## src/rtl/exception_ctrl_pkg.sv

```systemverilog
// Shared types and cause encodings for the LEGv8 exception controller.
// Exception status codes are 4 bits; wider status registers zero-extend them.
package exc_pkg;

  typedef enum logic [1:0] {
    RUN     = 2'd0,
    TAKE    = 2'd1,
    HANDLER = 2'd2
  } exc_state_t;

  localparam logic [3:0] ESR_NONE     = 4'b0000;
  localparam logic [3:0] ESR_INVALID  = 4'b0010;
  localparam logic [3:0] ESR_IRQ_BASE = 4'b1000;

  // IRQ cause code: MSB set, line index in the low three bits.
  function automatic logic [3:0] irq_code(input logic [2:0] idx);
    return ESR_IRQ_BASE | {1'b0, idx};
  endfunction

endpackage

```

## src/rtl/irq_prio_enc.sv

```systemverilog
// Fixed-priority encoder over unmasked pending IRQ lines; lowest index wins.
// Purely combinational; idx is meaningful only when vld is high.
module irq_prio_enc #(
  parameter int NUM_IRQ = 4
) (
  input  logic [NUM_IRQ-1:0] pend,
  input  logic [NUM_IRQ-1:0] mask,
  output logic               vld,
  output logic [2:0]         idx,
  output logic [NUM_IRQ-1:0] onehot
);

  logic [NUM_IRQ-1:0] req;

  assign req = pend & ~mask;

  // Scan from the top so the lowest requesting index is the last to assign.
  always_comb begin
    vld    = 1'b0;
    idx    = 3'd0;
    onehot = '0;
    for (int i = NUM_IRQ - 1; i >= 0; i--) begin
      if (req[i]) begin
        vld       = 1'b1;
        idx       = 3'(i);
        onehot    = '0;
        onehot[i] = 1'b1;
      end
    end
  end

endmodule

```

## src/rtl/exception_ctrl.sv

```systemverilog
// Exception/IRQ controller: pending latches, masking, priority, ELR/ESR capture, handler FSM.
// Define IRQ_EDGE_EN for rising-edge IRQ latching cleared by irq_ack; default is level mode.
module exception_ctrl
  import exc_pkg::*;
#(
  parameter int NUM_IRQ = 4,
  parameter int ADDR_W  = 64,
  parameter int ESR_W   = 4
) (
  input  logic               clk,
  input  logic               reset,
  input  logic [NUM_IRQ-1:0] ExtIRQ,
  input  logic [NUM_IRQ-1:0] irq_mask,
  input  logic               instr_valid,
  input  logic               NotAnInstr,
  input  logic               ERet,
  input  logic [ADDR_W-1:0]  pc,
  output logic               exc_req,
  output logic               exc_take,
  output logic               exc_ret,
  output logic [ADDR_W-1:0]  ELR,
  output logic [ESR_W-1:0]   EStatus,
  output logic [NUM_IRQ-1:0] irq_ack,
  output logic               in_handler,
  output logic               double_fault
);

  exc_state_t         state, state_d;
  logic [NUM_IRQ-1:0] pending;
  logic               irq_vld;
  logic [2:0]         irq_idx;
  logic [NUM_IRQ-1:0] irq_onehot;
  logic [3:0]         cause_code;
  logic [NUM_IRQ-1:0] ack_d;
  logic               ret_d;
  logic               df_set;

`ifdef IRQ_EDGE_EN
  logic [NUM_IRQ-1:0] ext_q;

  // A fresh rising edge beats the acknowledge clear in the same cycle.
  always_ff @(posedge clk or negedge reset) begin
    if (!reset) begin
      ext_q   <= '0;
      pending <= '0;
    end else begin
      ext_q   <= ExtIRQ;
      pending <= (pending & ~irq_ack) | (ExtIRQ & ~ext_q);
    end
  end
`else
  always_ff @(posedge clk or negedge reset) begin
    if (!reset) begin
      pending <= '0;
    end else begin
      pending <= ExtIRQ;
    end
  end
`endif

  irq_prio_enc #(
    .NUM_IRQ (NUM_IRQ)
  ) u_prio (
    .pend   (pending),
    .mask   (irq_mask),
    .vld    (irq_vld),
    .idx    (irq_idx),
    .onehot (irq_onehot)
  );

  // Causes are only considered in RUN; an ERET seen here is outside any handler.
  always_comb begin
    exc_req    = 1'b0;
    cause_code = ESR_NONE;
    ack_d      = '0;
    if (state == RUN && instr_valid) begin
      if (irq_vld) begin
        exc_req    = 1'b1;
        cause_code = irq_code(irq_idx);
        ack_d      = irq_onehot;
      end else if (NotAnInstr || ERet) begin
        exc_req    = 1'b1;
        cause_code = ESR_INVALID;
      end
    end
  end

  always_comb begin
    state_d = state;
    ret_d   = 1'b0;
    df_set  = 1'b0;
    case (state)
      RUN: begin
        if (exc_req) begin
          state_d = TAKE;
        end
      end
      TAKE: begin
        state_d = HANDLER;
      end
      HANDLER: begin
        if (instr_valid && ERet) begin
          state_d = RUN;
          ret_d   = 1'b1;
        end
        if (instr_valid && NotAnInstr) begin
          df_set = 1'b1;
        end
      end
      default: begin
        state_d = RUN;
      end
    endcase
  end

  always_ff @(posedge clk or negedge reset) begin
    if (!reset) begin
      state        <= RUN;
      ELR          <= '0;
      EStatus      <= '0;
      exc_take     <= 1'b0;
      exc_ret      <= 1'b0;
      irq_ack      <= '0;
      double_fault <= 1'b0;
    end else begin
      state    <= state_d;
      exc_take <= exc_req;
      exc_ret  <= ret_d;
      irq_ack  <= ack_d;
      if (exc_req) begin
        ELR     <= pc;
        EStatus <= ESR_W'(cause_code);
      end
      if (df_set) begin
        double_fault <= 1'b1;
      end
    end
  end

  assign in_handler = (state == HANDLER);

endmodule

```

## config.mk

```make
export PLATFORM = sky130hd
export DESIGN_NAME = exception_ctrl
export DESIGN_NICKNAME = d
export VERILOG_FILES = /design/src/rtl/exception_ctrl_pkg.sv /design/src/rtl/irq_prio_enc.sv /design/src/rtl/exception_ctrl.sv
export SDC_FILE = /design/constraint.sdc
export NUM_CORES = 1
export LEC_CHECK = 0
export BUFFER_PORTS_ARGS = -buffer_cell sky130_fd_sc_hd__buf_4
export CAP_MARGIN = 20
export CORE_ASPECT_RATIO = 1.25
export CORE_MARGIN = 2
export CORE_UTILIZATION = 42
export DETAILED_ROUTE_END_ITERATION = 8
export GPL_TIMING_DRIVEN = 0
export PLACE_DENSITY = 0.76
export SETUP_SLACK_MARGIN = 0.2
export SLEW_MARGIN = 40
export SYNTH_ARGS = -nofsm -noshare
export SYNTH_HDL_FRONTEND = slang
export SYNTH_HIERARCHICAL = 1
export SYNTH_SLANG_ARGS = --single-unit
```

## constraint.sdc

```tcl
create_clock -name clk -period 1.91 [get_ports clk]
set_clock_uncertainty 0.05 [all_clocks]
set_input_delay 0.0955 -clock clk [delete_from_list [all_inputs] [get_ports clk]]
set_output_delay 0.0955 -clock clk [all_outputs]
set_load 0.03 [all_outputs]
```

==> flow_summary_export.csv, run 1 <==
group,metric,value,unit
final_layout,multi_input_area,0.00118,mm2
final_layout,instances_no_fill,540,
clocking,clock_path_buffers,2,
route,antenna_left,0,
sta,drv_slew,0,
route,routed_wl,8660,um
setup_path,worst-path-stages,8,
synthesis,synthAdderAreaFrac,0,
global_route,grt_max_degree,82,
synthesis,synth-simple-area-share,0.0455,
global_route,grt_pass1_vias,2768,
floorplanning,coreArea,0.00770,mm2
synthesis,synth_compound_area_frac,0.0241,
floorplanning,die_h,103,um
synthesis,yosys_most_used_dff,"dfrtp_1",
placement,dp.final_hpwl,5080,um
setup_path,critical_path.endpoint_type,"flip-flop",
final_layout,diodes,0,
global_route,antenna_found_initial,0,
route,drt_iter0_drc,44,
floorplanning,rows,36,
synthesis,synth_edf_count,0,
job,maxCapViolations,0,
setup_path,arrival,2.05,ns
route,route.met2.wl,4700,um
final_layout,fillerInstances,481,
final_layout,final_cell_mix,"162 x buf_4, 81 x dfrtp_1, 72 x dlygate4sd3_1",
hold_path,min_from,"NotAnInstr",
final_layout,nets,517,
setup_path,path_buf_inv,3,
final_layout,final_common_cell,"buf_4",
setup_path,slowest_stage,"dfrtp_1",
hold_path,min_path_cells,4,
synthesis,synthTopCellsByArea,"dfrtp_1 62%, mux2_4 18%, mux2_2 8.3%, buf_12 3.1%, and3_1 0.96%",
synthesis,syn_inst,189,
sta,rsz0062_at_grt,"yes",
setup_path,cp_max_fo,10,
clocking,h-tree-depth,3,
setup_path,max_stage_delay,0.36,ns
clocking,clock_sinks,81,
synthesis,synthMuxAreaShare,0.266,
floorplanning,die_x,83.0,um
synthesis,syn-num-nets,266,
sta,setup_viol,0,
setup_path,start_kind,"flip-flop",
sta,finalCritPeriodShare,0.979,
final_layout,layout-drive-gt1-share,0.596,
sta,relSlewSlack,0.522,
synthesis,synthXorXnorAreaFrac,0,
placement,port-buffer-count,153,
setup_path,worst-r2r-cell-count,8,
placement,dp.cells,437,
placement,gp_congestion,0.799,
global_route,track_usage,0.205,
status,status,"completed",
final_layout,syn_to_final_growth,73.9,%
synthesis,syn_avg_cell_area,17.3,um2
clocking,root_buffer,"clkbuf_8",
synthesis,synthArstFlopShare,1.00,
setup_path,crit_chain,"nor2b_4, nand2b_4, nand2b_4, o31ai_4, inv_4, buf_12, buf_12, mux2_4",
final_layout,seq_area,0.00203,mm2
global_route,grt-ovfl-total,0,
global_route,grt_pass1_wl,13700,um
setup_path,cp-startpoint,"pending[0]",
sta,min_period,1.87,ns
synthesis,synth_top_area_cell,"dfrtp_1",
sta,worst_pin_slew,0.717,ns
pwr,peakVddDrop,937,uV
route,vias,2504,
final_layout,fin_area,0.00569,mm2
route,drt_first_pass_iters,4,
synthesis,synth_top_area_share,0.619,
setup_path,rr_startpoint,"pending[0]",
sta,hold_viol,0,
synthesis,netlist-cell-type-count,24,
floorplanning,dieArea,0.00852,mm2
setup_path,critPathTopFamily,"simple AND/OR/NAND/NOR gates",
setup_path,critPathKind,"flip-flop to flip-flop",
synthesis,yosysSeqAreaShare,0.619,
synthesis,ys_seq_elements,81,
pwr,power_density,1600,mW/mm2
sta,fmax,535,MHz
route,routed_via_density,4.64,
route,drc,0,
clocking,cts_buffers,9,
synthesis,yosysWarnings,6,
route,routedWlPerCell,16.0,um
pwr,leakagePower,0.00284,uW
clocking,cts_tree,"done",
synthesis,synth_top_family_by_area,"multiplexers",
placement,dpl-instance-area,0.00456,mm2
clocking,clk_pin_slew,0.07,ns
route,top_layer_used,"met4",
route,wl_met1,3300,um
hold_path,min_path_type,"input port to flip-flop",
route,wl_met3,447,um
floorplanning,io_pins,154,
synthesis,syn_area,0.00327,mm2
setup_path,cp_data_required_time,2.09,ns
floorplanning,start_util,0.425,
clocking,clk_latency,0.35,ns
[routing by layer]
metal,vias to the layer above,global-route usage
li1,1160,-
met5,-,0
met2,102,0.378
met3,16,0.0440
met4,0,0.101
met1,1226,0.227
[kinds of logic after synthesis]
| logic type | Yosys count |
|---|---|
| other | 1 |
| buffers and inverters | 13 |
| AND/OR/NAND/NOR | 21 |
| multiplexers | 64 |
| AO/OA/AOI/OAI | 9 |
| flip-flops | 81 |
[worst min-delay path, stage by stage]
cell and delay, ns:
buf_4 0.10, o31ai_4 0.09, buf_4 0.15, inv_1 0.05
[per-stage QoR]
step	power (uW)	hold slack (ns)	setup TNS, ns	util	worst slack (ns)
after floorplan	5870	-0.250	0	-	0.0640
after global placement	7450	0.156	-2.02	0.591	-0.0549
after detailed placement	7560	0.134	-2.76	0.591	-0.0805
after CTS	9090	0.0852	-0.234	0.732	-0.0227
after global routing	9540	0.120	-1.25	0.739	-0.0440
final	9130	0.118	0	0.739	0.0395
[power by group]
part	internal [uW]	total, uW	switching [uW]
Combinational	2480	5040	2560
Sequential	2490	2960	472
Clock	538	1130	588
[cell usage after synthesis, drive strengths merged, types with 2 or more instances]
master,number
a21oi,2
a22o,2
and3,5
buf,8
dfrtp,81
inv,5
mux2,64
nand2,3
nand2b,4
nor2,4
nor2b,3
[cell type report]
class,instances,share of cell area
buffer,8,0.0242
inverter,5,0.00374
tap,95,0.0209
sequential,81,0.356
timing repair buffer,240,0.356
multi-input combinational,95,0.208
clock inverter,3,0.00264
clock buffer,13,0.0279
[what timing repair did]
item                                    CTS  global route
resized for setup                        25             3
pin swaps                                 1             2
hold buffers                             72             0
endpoints found under the setup margin   66            66
buffers inserted                          9             5
endpoints found under the hold margin   152             0
gates cloned                              1             0
[registers in the layout, indices dropped and copies added, names as in the netlist]
signal and count:
ELR 64, EStatus 4, double_fault 1, exc_ret 1, exc_take 1, irq_ack 4, pending 4, state 2
[final timing paths]
path	end	slack (ns)
worst max-delay path	ELR[15]	0.04
worst min-delay path	state[0]	0.12
worst max register to register	ELR[15]	0.04
worst min register to register	EStatus[3]	0.44
max in group asynchronous	ELR[32]	1.02
min in group asynchronous	ELR[3]	0.30
Power figures use the tool's default switching activity.
==> run 2: changes to the inputs <==
Settings changed: CELL_PAD_IN_SITES_DETAIL_PLACEMENT set to 0, CELL_PAD_IN_SITES_GLOBAL_PLACEMENT set to 1, CORE_UTILIZATION 42 to 33, PLACE_DENSITY 0.76 to unset, PLACE_DENSITY_LB_ADDON set to 0.1.
==> run 2 against run 1 <==
Compared with the run above: clock-buffer cell count rose by 1; total power up 6.4%; via count down 1.4%; largest cell class unchanged; largest power group unchanged.
==> flow_summary_export.csv, run 2 (synthesis gave the netlist of run 1 again) <==
group,metric,value,unit
setup_path,slowest_stage,"dfrtp_1",
sta,min_period,1.87,ns
pwr,power_density,1660,mW/mm2
setup_path,max_stage_delay,0.36,ns
setup_path,critical_path.endpoint_type,"flip-flop",
setup_path,reg2reg_setup_slack,0.04,ns
status,status,"completed",
setup_path,critPathTopFamily,"simple AND/OR/NAND/NOR gates",
final_layout,largest_reg_flops,64,
floorplanning,io_pins,154,
setup_path,r2r-end,"ELR[3]",
setup_path,cp_data_required_time,2.08,ns
global_route,track_usage,0.160,
clocking,clock_path_buffers,2,
floorplanning,dieArea,0.0107,mm2
hold_path,min_path_type,"input port to flip-flop",
hold_path,min_from,"ERet",
sta,hold_viol,0,
setup_path,rr_startpoint,"pending[0]",
floorplanning,die_h,115,um
global_route,grt-ovfl-total,0,
sta,fmax,536,MHz
clocking,h-tree-depth,3,
global_route,grt_pass1_wl,13200,um
route,drt_iter0_drc,31,
setup_path,arrival,2.03,ns
final_layout,final_common_cell,"buf_4",
placement,port-buffer-count,153,
floorplanning,coreArea,0.00961,mm2
clocking,clk_pin_slew,0.06,ns
route,routed_via_density,4.36,
floorplanning,start_util,0.341,
sta,worst_pin_slew,0.727,ns
sta,setup_viol,0,
sta,drv_slew,0,
placement,dp.final_hpwl,5100,um
clocking,clk_latency,0.33,ns
setup_path,cp_max_fo,10,
route,routed_wl,8330,um
final_layout,syn_to_final_growth,78.7,%
setup_path,path_buf_inv,3,
final_layout,layout-drive-gt1-share,0.592,
hold_path,hold_end,"exc_ret",
global_route,grt_pass1_vias,2592,
route,vias,2470,
final_layout,top_register,"ELR",
global_route,grt_max_degree,82,
placement,gp_congestion,0.684,
setup_path,crit_chain,"nor2b_4, nand2b_4, nand2b_4, o31ai_4, inv_4, buf_12, buf_12, mux2_4",
clocking,cts_tree,"done",
route,drt_first_pass_iters,4,
sta,rsz0062_at_grt,"yes",
job,maxCapViolations,0,
sta,finalCritPeriodShare,0.977,
clocking,clock_sinks,81,
sta,relSlewSlack,0.516,
floorplanning,die_x,93.1,um
route,antenna_left,0,
route,drc,0,
clocking,root_buffer,"clkbuf_16",
pwr,leakagePower,0.00288,uW
final_layout,final_core_util,0.609,
clocking,cts_buffers,9,
route,routedWlPerCell,14.7,um
setup_path,critPathKind,"flip-flop to flip-flop",
pwr,peakVddDrop,881,uV
hold_path,min_path_cells,2,
floorplanning,rows,40,
setup_path,worst-r2r-cell-count,8,
final_layout,final_cell_mix,"159 x buf_4, 81 x dfrtp_1, 72 x dlygate4sd3_1",
sta,setup_tns,0,ns
final_layout,diodes,0,
setup_path,start_kind,"flip-flop",
global_route,antenna_found_initial,0,
final_layout,nets,513,
[run 2: worst max path at each step]
stage               startpoint      end  slack (ns)  cells past startpoint
floorplan           pending[0]   ELR[0]        0.06                      8
global placement    pending[0]  ELR[29]       -0.06                      8
detailed placement  pending[0]   ELR[8]       -0.06                      8
CTS                 pending[0]   ELR[8]       -0.01                      8
global route        pending[0]  ELR[10]      -0.009                      8
finish              pending[0]   ELR[3]        0.04                      8
[run 2: what timing repair did]
action	4_1_cts	5_1_grt
setup buffers	8	1
pin swaps	1	1
cloned	1	1
setup endpoints to repair	65	66
resized for setup	21	6
hold buffers	72	0
hold endpoints to repair	151	0
[run 2: power breakdown]
group / total [uW] / switching [uW] / internal, uW / leakage [uW]
clock: 1770 / 654 / 1120 / 0.000153
sequential: 2920 / 432 / 2490 / 0.000961
combinational: 5020 / 2550 / 2470 / 0.00176
total: 9720 / 3630 / 6090 / 0.00288
[run 2: through the flow]
step | worst slack, ns | hold slack [ns] | cell area [um2] | total power [uW] | instances
global placement | -0.0581 | 0.155 | 4590 | 7530 | 468
CTS | -0.0119 | 0.000898 | 5790 | 9710 | 565
floorplan | 0.0640 | -0.250 | 3280 | 5870 | 189
finish | 0.0448 | 0.00825 | 5850 | 9720 | 567
detailed placement | -0.0563 | 0.148 | 4590 | 7550 | 468
global route | -0.00889 | 0.0210 | 5850 | 10200 | 567
[run 2: area by class of cell]
| class | instances | area, um2 |
|---|---|---|
| plain buffers | 8 | 143 |
| clock buffers | 14 | 274 |
| clock inverters | 2 | 35.0 |
| fillers | 787 | 3760 |
| inverters | 5 | 21.3 |
| multi-input cells | 95 | 1180 |
| flip-flops and latches | 81 | 2030 |
| well taps | 126 | 158 |
| repair buffers | 236 | 2010 |
[run 2: routing by layer]
layer | routed length [um] | share of wire | vias to the layer above | track usage
met5 | 0 | 0 | - | 0
met4 | 127 | 0.015 | 0 | 0.0647
met1 | 3290 | 0.39 | 1221 | 0.191
li1 | - | - | 1148 | -
met2 | 4360 | 0.52 | 92 | 0.276
met3 | 557 | 0.067 | 9 | 0.0393
